`src/rtl/stereo_mixer.sv`:
```
// stereo_mixer: time-multiplexed stereo mixer.
// NUM_CH mono voices are snapshotted on in_ready and then accumulated into
// left/right sums at one channel per clock, using gain and a linear pan.
// The scaled sums are emitted as a single stereo pair with a one-cycle
// out_ready pulse.
// Build option: define MIXER_SATURATE_EN to clamp the output to the
// SAMPLE_W range. When it is undefined, the output wraps in two's complement.
module stereo_mixer #(
  parameter int NUM_CH   = 3,
  parameter int SAMPLE_W = 16,
  parameter int GAIN_W   = 4,
  parameter int PAN_W    = 3
) (
  input  logic                         clk,
  input  logic                         reset,
  input  logic [NUM_CH*SAMPLE_W-1:0]   sample_in,
  input  logic [NUM_CH*GAIN_W-1:0]     gain,
  input  logic [NUM_CH*PAN_W-1:0]      pan,
  input  logic                         in_ready,
  output logic [SAMPLE_W-1:0]          out_L,
  output logic [SAMPLE_W-1:0]          out_R,
  output logic                         out_ready,
  output logic                         busy,
  output logic                         overrun
);

  localparam int ACC_W = SAMPLE_W + GAIN_W + PAN_W + 1 + $clog2(NUM_CH);
  localparam int IDX_W = (NUM_CH > 1) ? $clog2(NUM_CH) : 1;
  localparam int SHIFT = GAIN_W - 1 + PAN_W;
  localparam logic [PAN_W:0] PAN_FULL = {1'b1, {PAN_W{1'b0}}};

  typedef enum logic [1:0] {IDLE, ACCUM, DONE} state_t;

  state_t state_q, state_d;
  logic   accept;
  logic   last_ch;

  logic signed [SAMPLE_W-1:0] snap_s_p0 [NUM_CH];
  logic        [GAIN_W-1:0]   snap_g_p0 [NUM_CH];
  logic        [PAN_W-1:0]    snap_p_p0 [NUM_CH];

  logic        [IDX_W-1:0]    idx_p1;
  logic signed [ACC_W-1:0]    acc_l_p1, acc_r_p1;

  logic signed [ACC_W-1:0]    s_ext, g_ext, wl_ext, wr_ext, prod;
  logic signed [ACC_W-1:0]    acc_l_nxt, acc_r_nxt;
  logic signed [ACC_W-1:0]    sh_l, sh_r;
  logic        [PAN_W:0]      wl;

  // Narrow a scaled accumulator to the output width (clamp or wrap).
  function automatic logic [SAMPLE_W-1:0] reduce(input logic signed [ACC_W-1:0] v);
`ifdef MIXER_SATURATE_EN
    logic signed [ACC_W-1:0] max_v;
    logic signed [ACC_W-1:0] min_v;
    max_v = ACC_W'((2 ** (SAMPLE_W - 1)) - 1);
    min_v = -max_v - ACC_W'(1);
    if (v > max_v)      reduce = max_v[SAMPLE_W-1:0];
    else if (v < min_v) reduce = min_v[SAMPLE_W-1:0];
    else                reduce = v[SAMPLE_W-1:0];
`else
    reduce = v[SAMPLE_W-1:0];
`endif
  endfunction

  assign busy = (state_q != IDLE);

  // FSM state register.
  always_ff @(posedge clk) begin
    if (reset) state_q <= IDLE;
    else       state_q <= state_d;
  end

  // Next-state logic. A new mix is accepted from IDLE or straight out of DONE.
  always_comb begin
    state_d = state_q;
    accept  = 1'b0;
    last_ch = (idx_p1 == IDX_W'(NUM_CH - 1));
    case (state_q)
      IDLE: begin
        if (in_ready) begin
          state_d = ACCUM;
          accept  = 1'b1;
        end
      end
      ACCUM: begin
        if (last_ch) state_d = DONE;
      end
      DONE: begin
        if (in_ready) begin
          state_d = ACCUM;
          accept  = 1'b1;
        end else begin
          state_d = IDLE;
        end
      end
      default: state_d = IDLE;
    endcase
  end

  // Stage p0: input snapshot, which isolates the mix from later input changes.
  always_ff @(posedge clk) begin
    if (accept) begin
      for (int i = 0; i < NUM_CH; i++) begin
        snap_s_p0[i] <= sample_in[i*SAMPLE_W +: SAMPLE_W];
        snap_g_p0[i] <= gain[i*GAIN_W +: GAIN_W];
        snap_p_p0[i] <= pan[i*PAN_W +: PAN_W];
      end
    end
  end

  // Per-channel weighted term for the channel currently selected by idx_p1.
  always_comb begin
    s_ext     = ACC_W'(snap_s_p0[idx_p1]);
    g_ext     = ACC_W'(snap_g_p0[idx_p1]);
    wl        = PAN_FULL - {1'b0, snap_p_p0[idx_p1]};
    wl_ext    = ACC_W'(wl);
    wr_ext    = ACC_W'(snap_p_p0[idx_p1]);
    prod      = s_ext * g_ext;
    acc_l_nxt = acc_l_p1 + prod * wl_ext;
    acc_r_nxt = acc_r_p1 + prod * wr_ext;
    sh_l      = acc_l_nxt >>> SHIFT;
    sh_r      = acc_r_nxt >>> SHIFT;
  end

  // Stage p1: accumulation. The output register is loaded on the last channel,
  // so the new pair and out_ready are both visible during DONE.
  always_ff @(posedge clk) begin
    if (reset) begin
      idx_p1    <= '0;
      acc_l_p1  <= '0;
      acc_r_p1  <= '0;
      out_L     <= '0;
      out_R     <= '0;
      out_ready <= 1'b0;
      overrun   <= 1'b0;
    end else begin
      out_ready <= 1'b0;
      if (accept) begin
        idx_p1   <= '0;
        acc_l_p1 <= '0;
        acc_r_p1 <= '0;
      end else if (state_q == ACCUM) begin
        idx_p1   <= idx_p1 + 1'b1;
        acc_l_p1 <= acc_l_nxt;
        acc_r_p1 <= acc_r_nxt;
        if (last_ch) begin
          out_L     <= reduce(sh_l);
          out_R     <= reduce(sh_r);
          out_ready <= 1'b1;
        end
      end
      if ((state_q == ACCUM) && in_ready) overrun <= 1'b1;
    end
  end

endmodule

```
`config.mk`:
```
export PLATFORM = sky130hd
export DESIGN_NAME = stereo_mixer
export DESIGN_NICKNAME = d
export VERILOG_FILES = /design/src/rtl/stereo_mixer.sv
export SDC_FILE = /design/constraint.sdc
export NUM_CORES = 1
export LEC_CHECK = 0
export CORE_ASPECT_RATIO = 1.25
export CORE_MARGIN = 1.5
export CORE_UTILIZATION = 35
export CTS_CLUSTER_DIAMETER = 100
export DETAILED_ROUTE_END_ITERATION = 8
export GPL_TIMING_DRIVEN = 0
export PLACE_DENSITY = 0.63
export SLEW_MARGIN = 20
export SYNTH_ARGS = -nofsm -noshare
export SYNTH_HDL_FRONTEND = slang
export SYNTH_SLANG_ARGS = --single-unit
```
`constraint.sdc`:
```
create_clock -name clk -period 8.51 [get_ports clk]
set_input_delay 1.702 -clock clk [delete_from_list [all_inputs] [get_ports clk]]
set_output_delay 1.702 -clock clk [all_outputs]
set_load 0.1 [all_outputs]
```
==> metrics.yaml <==
start_kind: "register"
seq_area_frac_synth_pct: 27.8
slew_violations: 0
synthXorXnorAreaFrac_pct: 3.74
cap_violations: 0
drc: 0
period_share_pct: 97.7
crit_type: "register to register"
drt_wl_total_um: 32800
chipWidth_um: 179
viasPerCell: 4.75
required_ns: 8.91
cp-end-kind: "register"
async_flop_share_pct: 0
rows: 80
antenna_found_initial: 0
cts_sinks: 153
port_buffers: 106
synth_ff_type: "dfxtp_1"
drive_above_1_share_pct: 8.92
grt_overflow_total: 0
r2r_end: "acc_l_p1[21]"
holdPathEnd: "out_R[6]"
synth_area_sq_um: 13500
place_congestion: 0.847
start_util_pct: 35.4
final_util_pct: 43.0
fmax_ghz: 0.120
synth_area_leaders: "fa_1 (19%), edfxtp_1 (15%), dfxtp_1 (12%), ha_1 (12%), inv_1 (8.2%)"
yosys_warnings: 0
grt_pass1_vias: 10800
path_clk_slew_ns: 0.07
cp_slowest_cell: "fa_1"
finalNetCount: 2005
rrSetupSlack_ns: 0.19
htree_levels: 4
synth_edf_count: 69
rr_worst_depth: 35
dr.pass1.iters: 4
setup-violations-final: 0
hold_viol_final: 0
grt_max_degree: 32
coreArea_sq_um: 38100
syn2layout_area_growth_pct: 21.5
slew_headroom_pct: 34.4
min_from: "out_R[6]"
synth_top_family_by_area: "adder cells"
dieArea_sq_um: 39700
worstMarginPinSlew_ns: 0.981
worstPathArrival_ns: 8.71
holdPathStages: 2
cts_tree: "done"
wl_per_cell_um: 15.0
insertion_delay_ns: 0.47
hp-class: "register to register"
dp_hpwl_um: 26300
diodes: 0
synth-compound-area-share_pct: 11.5
vias: 10400
ys_types: 68
skew_ns: 0.0164
yosysTopAreaCell: "fa_1"
synth_cells: 1528
yosys.area_share.adder_pct: 30.6
ys_ff_latch: 153
synth-simple-area-share_pct: 14.5
grt_use_total_pct: 17.2
holdBufCountCts: 0
fin_crit_ns: 8.32
synthMuxAreaShare_pct: 2.10
clockBufferDepth: 2
cts_made_buffers: 17
die_h_um: 223
grt_pass1_wl_um: 53300
io-pin-count: 107
status: "completed"
drt_iter0_markers: 526
clockRootBuffer: "clkbuf_16"
syn_area_per_cell_sq_um: 8.83
crit_fanout: 5
synth.top_cell.area_share_pct: 18.8
synth_nets: 1854
crit_path_max_incr_delay_ns: 0.53
postRouteAntennaNets: 0
==> cells in the mapped netlist, types with 16 or more instances <==
| library cell | count |
|---|---|
| xor2_1 | 19 |
| a21oi_1 | 121 |
| or2_2 | 16 |
| dfxtp_1 | 84 |
| ha_1 | 127 |
| a21o_1 | 25 |
| inv_1 | 293 |
| nand2_1 | 124 |
| o21a_1 | 16 |
| nand2b_1 | 30 |
| fa_1 | 127 |
| mux2i_1 | 25 |
| xnor2_1 | 36 |
| clkbuf_1 | 36 |
| edfxtp_1 | 69 |
| nor2_1 | 215 |
==> timing repair <==
action	in CTS	in global routing
setup endpoints to repair	40	18
pin swaps	0	10
resized for setup	31	56
setup buffers	4	20
gates cloned	0	1
==> cell type report <==
cell class | instances | area (sq um)
flip-flops and latches | 153 | 3750
multi-input cells | 1032 | 8770
plain buffers | 48 | 258
clock inverters | 13 | 131
clock buffers | 19 | 443
well taps | 492 | 616
fillers | 3749 | 21700
inverters | 294 | 1100
repair buffers | 133 | 1320
==> metal layers <==
| metal | up-vias | track usage, % | part of all wire, % | wire, um |
|---|---|---|---|---|
| met5 | - | 0 | 0 | 0 |
| li1 | 5189 | - | - | - |
| met4 | 0 | 7.85 | 3.7 | 1210 |
| met3 | 62 | 2.58 | 3.2 | 1040 |
| met2 | 206 | 30.3 | 51 | 16600 |
| met1 | 4925 | 20.3 | 43 | 14000 |
==> state kept, by name, indices dropped and copies added, names as in the netlist, 9 cells and up, named ones only <==
name and flops:
snap_p_p0 9, acc_r_p1 22, snap_s_p0 48, snap_g_p0 12, out_L 16, out_R 16
acc_l_p1 22
==> cells in the final DEF (no fill, tap or decap), types with 16 or more instances in the layout <==
master | synthesis | routed
a21o_1 | 25 | 25
or2_2 | 16 | 16
clkbuf_1 | 36 | 32
nand2_1 | 124 | 123
fa_1 | 127 | 127
clkdlybuf4s50_1 | 0 | 106
a21oi_1 | 121 | 102
inv_1 | 293 | 293
ha_1 | 127 | 121
buf_4 | 1 | 22
dfxtp_1 | 84 | 84
a21oi_2 | 1 | 16
clkbuf_16 | 0 | 18
nor2_1 | 215 | 214
edfxtp_1 | 69 | 69
nand2b_1 | 30 | 30
mux2i_1 | 25 | 25
xnor2_1 | 36 | 32
==> metrics by stage <==
| stage | worst slack [ns] | setup TNS [ns] | cells | instance area [sq um] | hold WS (ns) |
|---|---|---|---|---|---|
| finish | 0.193 | 0 | 2184 | 16400 | 0.454 |
| global route | -0.0933 | -0.260 | 2184 | 16400 | 0.477 |
| CTS | -0.000927 | -0.000927 | 2163 | 15900 | 0.454 |
| detailed placement | -1.06 | -20.50 | 2128 | 15200 | 0.444 |
| global placement | -0.955 | -14.89 | 2126 | 15200 | 0.441 |
| floorplan | 0.366 | 0 | 1528 | 13500 | 0.432 |
==> worst max-delay path, delay by kind of cell (launching register included) <==
| family | cells | cell delay [ns] |
|---|---|---|
| compound gates | 7 | 1.74 |
| xor+xnor | 1 | 0.10 |
| fa+ha+maj | 8 | 3.33 |
| buf+inv | 9 | 0.89 |
| flops | 1 | 0.33 |
| mux | 1 | 0.18 |
| simple gates | 9 | 1.67 |
==> worst max-delay path by stage <==
stage	startpoint	endpoint	slack, ns	cells past startpoint
after global placement	register	acc_l_p1[21]	-0.95	33
after floorplan	register	out_L[15]	0.37	34
after CTS	register	acc_l_p1[21]	-0.0009	34
final	register	acc_l_p1[21]	0.19	35
after global routing	register	acc_l_p1[21]	-0.09	35
after detailed placement	register	out_L[15]	-1.06	33
==> kinds of logic after synthesis <==
logic type / count (synthesis)
buffers and inverters: 343
AND/OR/NAND/NOR: 451
multiplexers: 27
adder cells (fa/ha/maj): 254
XOR/XNOR: 56
AO/OA/AOI/OAI: 244
flip-flops: 153
Power is not shown: default switching activity piles up to over one toggle a cycle in this logic, so the estimate is an artifact.
